==> config.mk <==
export PLATFORM = sky130hd
export DESIGN_NAME = aes_ct_packer
export DESIGN_NICKNAME = d
export VERILOG_FILES = /design/src/rtl/aes_pkg.sv /design/src/rtl/aes_blk_fifo.sv /design/src/rtl/aes_ct_packer.sv
export SDC_FILE = /design/constraint.sdc
export NUM_CORES = 1
export LEC_CHECK = 0
export BUFFER_PORTS_ARGS = -buffer_cell sky130_fd_sc_hd__clkbuf_2
export CORE_ASPECT_RATIO = 1.25
export CORE_MARGIN = 1.5
export CORE_UTILIZATION = 50
export CTS_BUF_LIST = sky130_fd_sc_hd__clkbuf_8
export DETAILED_ROUTE_END_ITERATION = 8
export GPL_TIMING_DRIVEN = 0
export PLACE_DENSITY_LB_ADDON = 0.1
export SYNTH_ARGS = -nofsm -noshare
export SYNTH_HDL_FRONTEND = slang
export SYNTH_SLANG_ARGS = --single-unit
==> constraint.sdc <==
create_clock -name clk -period 3.1 [get_ports clk]
set_clock_uncertainty 0.05 [all_clocks]
set_input_delay 0.31 -clock clk [delete_from_list [all_inputs] [get_ports clk]]
set_output_delay 0.31 -clock clk [all_outputs]
set_load 0.01 [all_outputs]
==> src/rtl/aes_pkg.sv <==
// Shared AES block/byte types used by the ciphertext packer and its block FIFO.
package aes_pkg;
  localparam int AES_BLK_BYTES = 16;
  localparam int AES_BLK_W     = 128;
  typedef logic [AES_BLK_W-1:0] aes_block_t;
  typedef logic [7:0]           aes_byte_t;
endpackage

==> src/rtl/aes_blk_fifo.sv <==
// Small synchronous FIFO of 128-bit AES blocks; the head entry is presented
// directly from storage so the output carries no combinational input path.
module aes_blk_fifo
  import aes_pkg::*;
#(
  parameter int FIFO_DEPTH = 2
) (
  input  logic       clk,
  input  logic       rst_n,
  input  logic       push,
  input  logic       pop,
  input  aes_block_t din,
  output aes_block_t dout,
  output logic       full,
  output logic       empty
);
  localparam int AW = $clog2(FIFO_DEPTH);

  // Extra MSB on each pointer distinguishes full from empty when indices match.
  logic [AW:0] wr_ptr;
  logic [AW:0] rd_ptr;
  aes_block_t  mem [FIFO_DEPTH];

  assign empty = (wr_ptr == rd_ptr);
  assign full  = (wr_ptr[AW] != rd_ptr[AW]) && (wr_ptr[AW-1:0] == rd_ptr[AW-1:0]);
  assign dout  = mem[rd_ptr[AW-1:0]];

  always_ff @(posedge clk or negedge rst_n) begin
    if (!rst_n) begin
      wr_ptr <= '0;
      rd_ptr <= '0;
      for (int i = 0; i < FIFO_DEPTH; i++) mem[i] <= '0;
    end else begin
      if (push && !full) begin
        mem[wr_ptr[AW-1:0]] <= din;
        wr_ptr              <= wr_ptr + (AW+1)'(1);
      end
      if (pop && !empty) rd_ptr <= rd_ptr + (AW+1)'(1);
    end
  end
endmodule

==> src/rtl/aes_ct_packer.sv <==
// Packs the AES core's byte-serial ciphertext into 128-bit blocks (first byte
// in the MSBs) and buffers finished blocks for a stallable valid/ready consumer.
module aes_ct_packer
  import aes_pkg::*;
#(
  parameter int BLK_BYTES  = AES_BLK_BYTES,
  parameter int FIFO_DEPTH = 2
) (
  input  logic                   clk,
  input  logic                   rst_n,
  input  aes_byte_t              in_byte,
  input  logic                   in_valid,
  output logic                   in_ready,
  input  logic                   clear,
  output logic [8*BLK_BYTES-1:0] out_block,
  output logic                   out_valid,
  input  logic                   out_ready,
  output logic [3:0]             partial_cnt,
  output logic [15:0]            blocks_out
);
  localparam int         W    = 8 * BLK_BYTES;
  localparam logic [3:0] LAST = 4'(BLK_BYTES - 1);

  logic [W-1:0] shreg;
  logic [W-1:0] next_blk;
  logic [15:0]  pop_cnt;
  logic         fifo_full;
  logic         fifo_empty;
  logic         last_byte;
  logic         accept;
  logic         push;
  logic         pop;

  // in_ready only gates the block-completing byte, so it depends on registers alone.
  assign last_byte = (partial_cnt == LAST);
  assign in_ready  = !(last_byte && fifo_full);
  assign accept    = in_valid && in_ready && !clear;
  assign push      = accept && last_byte;
  assign out_valid = !fifo_empty;
  assign pop       = out_valid && out_ready;
  assign next_blk  = {shreg[W-9:0], in_byte};
  assign blocks_out = pop_cnt;

  always_ff @(posedge clk or negedge rst_n) begin
    if (!rst_n) begin
      shreg       <= '0;
      partial_cnt <= '0;
      pop_cnt     <= '0;
    end else begin
      if (clear) begin
        shreg       <= '0;
        partial_cnt <= '0;
      end else if (accept) begin
        shreg       <= next_blk;
        partial_cnt <= last_byte ? 4'd0 : partial_cnt + 4'd1;
      end
      if (pop) pop_cnt <= pop_cnt + 16'd1;
    end
  end

  aes_blk_fifo #(
    .FIFO_DEPTH(FIFO_DEPTH)
  ) u_fifo (
    .clk   (clk),
    .rst_n (rst_n),
    .push  (push),
    .pop   (pop),
    .din   (next_blk),
    .dout  (out_block),
    .full  (fifo_full),
    .empty (fifo_empty)
  );
endmodule

==> results.json, run 1 <==
{
  "gp_congestion": 0.7476,
  "setup_viol": 0,
  "yosysUniqueCellTypes": 31,
  "outcome": "finished clean",
  "viasPerCell": 5.286,
  "clockRootBuffer": "clkbuf_8",
  "worst_pin_slew_ps": 897.6,
  "layout-drive-gt1-share_pct": 42.58,
  "worstPathMaxFanout": 10,
  "synth_edf_count": 0,
  "power.density_nw_per_um2": 551.7,
  "start_kind": "flip-flop",
  "max-cap-violations": 0,
  "period_needed_ps": 2886,
  "dp_cells": 1890,
  "ys_ff_latch": 400,
  "async_flop_share_pct": 100.0,
  "relSlewSlack_pct": 40.16,
  "finalNonFillerCells": 2008,
  "critPathArrivalTime_ps": 2530,
  "total_power_mw": 10.78,
  "io_pins": 163,
  "clk_pin_slew_worst_paths_ps": 60,
  "rows": 74,
  "grt.overflow.total": 0,
  "cp-end-kind": "output port",
  "syn_nets": 1324,
  "antenna_left": 0,
  "start_util_pct": 51.20,
  "port_buffers": 160,
  "synth_cells": 1309,
  "setup_ws_ps": 213.6,
  "dp_slack_ps": 281.7,
  "dr_total_vias": 10610,
  "nNetsFinal": 1560,
  "grt_usage_pct": 21.73,
  "cts_tree": "done",
  "grt_max_degree": 119,
  "critical_path_class": "flip-flop to output port",
  "grt_pass1_vias": 11070,
  "die-area_um2": 34780,
  "hold_viol_final": 0,
  "final_cell_mix": "dfrtp_1, mux2_2, nand2_1, clkbuf_2, a21oi_1",
  "firstDrtPassIters": 5,
  "rsz0062_at_grt": "false",
  "rrSetupSlack_ps": 260,
  "cts.sinks": 400,
  "antenna_found_initial": 0,
  "drcViolationCount": 0,
  "cts_setup_buffers": 0,
  "finalSetupTns_ps": 0,
  "core_um2": 32870,
  "fmax_ghz": 0.3465,
  "grt_first_pass_wirelength_um": 60220,
  "syn_to_final_growth_pct": 16.06,
  "ir_drop_mv": 0.3117,
  "ys_warn_count": 0,
  "hold_path_class": "primary input to flip-flop",
  "routed_wl_um": 36700,
  "fin_util_pct": 59.43,
  "ctsLongestPathBuffers": 3,
  "p_leak_nw": 9.828,
  "clkLatencyLatePin_ps": 620,
  "drv_slew": 0,
  "ys_seq_area_share_pct": 59.48,
  "die_x_um": 167.1,
  "syn-cell-area_um2": 16830,
  "syn_avg_cell_area_um2": 12.86,
  "min_period_over_period_pct": 93.11,
  "die_h_um": 208.1,
  "htree_levels": 2,
  "num_antenna_cells": 0,
  "wl_per_cell_um": 18.28,
  "drt_iter0_markers": 451,
  "cp.required_ps": 2740,
  "dp.final_hpwl_um": 24790,
  "synth_flop_cell": "dfrtp_1",
  "final_common_cell": "dfrtp_1",
  "numCtsBuffers": 61
}
final cells by class:
type,count,area [um^2]
fillers,2744,13340
flip-flops and latches,400,10010
multi-input cells,824,6355
clock buffers,76,1046
repair buffers,173,992.2
well taps,418,523.0
plain buffers,84,475.5
clock inverters,32,127.6
inverters,1,3.754
metrics by stage:
stage / hold slack, ps / area [um^2]
after floorplan: -35.59 / 16830
after global placement: 411.8 / 18150
after detailed placement: 416.4 / 18250
after CTS: 101.1 / 19530
after global routing: 132.1 / 19530
final: 144.7 / 19530
timing repair:
item / in CTS / in global routing
hold buffers: 10 / 0
endpoints found under the setup margin: 100 / 0
resized for setup: 11 / 0
hold endpoints to repair: 130 / 0
state kept, by name, indices dropped and copies added, names as in the netlist:
signal and flops:
u_fifo.wr_ptr 2, shreg 120, u_fifo.rd_ptr 2, u_fifo.mem 256
partial_cnt 4, blocks_out 16
final timing paths:
check / from / end / cells after the start
worst max register to register: u_fifo.rd_ptr[1]$_DFFE_PN0P_ / u_fifo.mem[202]$_DFFE_PN0P_ / 6
min in group asynchronous: rst_n / u_fifo.mem[41]$_DFFE_PN0P_ / 2
worst max-delay path: u_fifo.rd_ptr[0]$_DFFE_PN0P_ / out_block[35] / 5
worst min-delay path: out_ready / blocks_out[1]$_DFFE_PN0P_ / 4
worst min register to register: blocks_out[15]$_DFFE_PN0P_ / blocks_out[15]$_DFFE_PN0P_ / 1
max in group asynchronous: rst_n / u_fifo.mem[104]$_DFFE_PN0P_ / 4
synthesized netlist by cell type, types with 2 or more instances:
master	instances	area share, %
mux2_2	384	26
nand3b_1	2	0.089
xnor2_1	18	0.94
xor2_1	4	0.21
dfrtp_1	400	59
nand4_1	5	0.19
ha_1	2	0.15
buf_6	10	0.67
or3_1	2	0.074
nand2_1	254	5.7
nand3_1	9	0.27
nor2_1	4	0.089
buf_2	12	0.36
a211oi_1	2	0.089
buf_1	3	0.067
buf_4	15	0.67
a21oi_1	124	3.7
clkbuf_1	44	0.98
nor3_1	3	0.089
layer usage:
| layer | track usage, % | vias up | share of wire [%] |
|---|---|---|---|
| li1 | - | 4964 | - |
| met1 | 29.38 | 5396 | 45 |
| met2 | 35.61 | 196 | 49 |
| met3 | 4.223 | 58 | 4.4 |
| met4 | 6.489 | 0 | 2.0 |
| met5 | 0 | - | 0 |
power by group:
group | leakage, nW | internal (mW) | total, mW | switching, mW
clock network | 0.707 | 2.18 | 4.15 | 1.97
registers | 5.56 | 5.30 | 5.37 | 0.0774
logic | 3.56 | 0.446 | 1.25 | 0.805
cell families after synthesis:
family | share of synthesized area [%]
buffers and inverters | 2.766
xor gates and xnor gates | 1.145
and+or+nand+nor | 6.713
adders and majority gates | 0.1487
muxes | 25.69
AOI/OAI and AO/OA | 4.059
DFF | 59.48
critical path, cell delays in order, from the launching register on:
cell      delay (ps)
dfrtp_1          320
clkbuf_1         300
clkbuf_2         360
clkbuf_2         380
mux2_2           410
clkbuf_2         140
No activity file was read; power rests on OpenSTA's default activity.
==> run 2, diff against run 1 <==
--- a/config.mk
+++ b/config.mk
@@ -6,13 +6,14 @@
 export NUM_CORES = 1
 export LEC_CHECK = 0
 export BUFFER_PORTS_ARGS = -buffer_cell sky130_fd_sc_hd__clkbuf_2
+export CAP_MARGIN = 20
 export CORE_ASPECT_RATIO = 1.25
 export CORE_MARGIN = 1.5
 export CORE_UTILIZATION = 50
 export CTS_BUF_LIST = sky130_fd_sc_hd__clkbuf_8
 export DETAILED_ROUTE_END_ITERATION = 8
 export GPL_TIMING_DRIVEN = 0
-export PLACE_DENSITY_LB_ADDON = 0.1
+export PLACE_DENSITY = 0.76
 export SYNTH_ARGS = -nofsm -noshare
 export SYNTH_HDL_FRONTEND = slang
 export SYNTH_SLANG_ARGS = --single-unit
==> results.json, run 2 (synthesis results as in run 1) <==
{
  "outcome": "finished clean",
  "final_common_cell": "dfrtp_1",
  "antenna_left": 0,
  "setup_viol": 0,
  "max-cap-violations": 0,
  "critical_path_class": "flip-flop to output port",
  "crit_top_cell": "clkbuf_2",
  "dr_total_vias": 10730,
  "routed_wl_um": 37300,
  "port_buffers": 160,
  "grt_pass1_vias": 11330,
  "multi_input_area_um2": 6367,
  "start_util_pct": 51.20,
  "dp_slack_ps": 233.5,
  "clockRootBuffer": "clkbuf_8",
  "fmax_ghz": 0.3464,
  "viasPerCell": 5.360,
  "hold_path_class": "primary input to flip-flop",
  "layout-drive-gt1-share_pct": 42.96,
  "final_cell_area_um2": 19500,
  "die_h_um": 208.1,
  "dp_cells": 1890,
  "drv_slew": 0,
  "top_register": "u_fifo.mem",
  "numCtsBuffers": 61,
  "start_kind": "flip-flop",
  "rsz0062_at_grt": "false",
  "finalNonFillerCells": 2001,
  "grt_max_degree": 121,
  "fill_cells": 2656,
  "num_antenna_cells": 0,
  "antenna_found_initial": 0,
  "core_um2": 32870,
  "syn_to_final_growth_pct": 15.84,
  "rows": 74,
  "whs_ps": 61.38,
  "grt_usage_pct": 21.80,
  "p_leak_nw": 9.790,
  "clkLatencyLatePin_ps": 610,
  "regArea_um2": 10010,
  "die-area_um2": 34780,
  "wl_per_cell_um": 18.64,
  "drt_iter0_markers": 610,
  "crit_buf_inv": 4,
  "io_pins": 163,
  "worstPathMaxFanout": 10,
  "critPathArrivalTime_ps": 2530,
  "min_period_over_period_pct": 93.13,
  "htree_levels": 2,
  "nNetsFinal": 1559,
  "period_needed_ps": 2887,
  "gp_congestion": 0.8138,
  "placed_cell_area_um2": 18250,
  "clk_pin_slew_worst_paths_ps": 60,
  "cts_tree": "done",
  "firstDrtPassIters": 4,
  "cp.required_ps": 2740,
  "cpPeakStageDelay_ps": 410,
  "die_x_um": 167.1,
  "drcViolationCount": 0,
  "cp_slowest_cell": "clkbuf_2",
  "cts_setup_buffers": 0,
  "power.density_nw_per_um2": 550.5,
  "cts.sinks": 400,
  "worst_pin_slew_ps": 979.6,
  "cp-end-kind": "output port",
  "setup_ws_ps": 212.9,
  "hold_viol_final": 0,
  "ir_drop_mv": 0.3458,
  "ctsLongestPathBuffers": 3,
  "dp.final_hpwl_um": 25230,
  "grt.overflow.total": 0,
  "final_cell_mix": "dfrtp_1, mux2_2, nand2_1, clkbuf_2, a21oi_1",
  "crit_path_cell_trace": "clkbuf_1 -> clkbuf_2 -> clkbuf_2 -> mux2_2 -> clkbuf_2",
  "relSlewSlack_pct": 34.30,
  "largest_register_ffs": 256,
  "grt_first_pass_wirelength_um": 60390,
  "critPathTopFamily": "buffers and inverters"
}
==> run 2: cell count changes in the layout (fill, tap and decap cells not counted) <==
cell / before / now
clkinv_2: 3 / 6
clkbuf_8: 77 / 75
o31ai_2: 0 / 1
xnor2_2: 0 / 1
clkbuf_1: 33 / 32
buf_1: 3 / 4
o31ai_1: 1 / 0
xnor2_1: 18 / 17
inv_1: 29 / 22
dlygate4sd3_1: 10 / 9
==> run 2: metal layers <==
layer	vias to the layer above	global-route usage (%)	part of all wire, %
met2	240	37.47	50
li1	4974	-	-
met5	-	0	0
met4	0	6.991	2.2
met3	54	3.995	4.6
met1	5457	27.91	43
==> run 2: final cells by class <==
type | count | share of cell area (%)
Tap cell | 418 | 2.683
Multi-Input combinational cell | 824 | 32.66
Buffer | 84 | 2.439
Clock buffer | 74 | 5.224
Sequential cell | 400 | 51.34
Clock inverter | 28 | 0.5968
Inverter | 1 | 0.01925
Timing Repair Buffer | 172 | 5.038
==> run 2: worst paths after layout <==
| check | startpoint | end | slack [ps] | cells past startpoint |
|---|---|---|---|---|
| max | u_fifo.rd_ptr[0]$_DFFE_PN0P_ | out_block[9] | 210 | 5 |
| min in group asynchronous | rst_n | u_fifo.mem[133]$_DFFE_PN0P_ | 260 | 2 |
| min reg2reg | blocks_out[15]$_DFFE_PN0P_ | blocks_out[15]$_DFFE_PN0P_ | 420 | 1 |
| max in group asynchronous | rst_n | u_fifo.mem[74]$_DFFE_PN0P_ | 1240 | 4 |
| max reg2reg | u_fifo.rd_ptr[0]$_DFFE_PN0P_ | u_fifo.mem[192]$_DFFE_PN0P_ | 380 | 7 |
| min | in_valid | partial_cnt[0]$_DFFE_PN0P_ | 60 | 3 |
==> run 2: power by group <==
part | switching (mW) | internal [mW]
combinational | 0.812 | 0.449
sequential | 0.0811 | 5.30
clock | 1.97 | 2.13
==> run 2: what timing repair did <==
| item | 4_1_cts | 5_1_grt |
|---|---|---|
| endpoints found under the setup margin | 100 | 61 |
| hold buffers | 9 | 0 |
| pin swaps | 0 | 0 |
| endpoints found under the hold margin | 102 | 0 |
| gates resized for setup | 11 | 3 |
==> run 2: worst register-to-register path: stages, from the launching register on <==
cell and delay, ps:
dfrtp_1 320, clkbuf_1 310, xor2_1 410, nor2_1 140
nor4_1 310, buf_2 410, buf_4 290, mux2_2 360
==> run 2: through the flow <==
| step | total power, mW | setup TNS (ps) | utilization, % |
|---|---|---|---|
| 4_1_cts | 10.86 | 0 | 59.28 |
| 3_3_place_gp | 6.694 | -2688830 | 55.23 |
| 3_5_place_dp | 6.723 | 0 | 55.51 |
| 2_1_floorplan | 6.224 | 0 | - |
| 5_1_grt | 11.18 | 0 | 59.31 |
| 6_report | 10.73 | 0 | 59.31 |
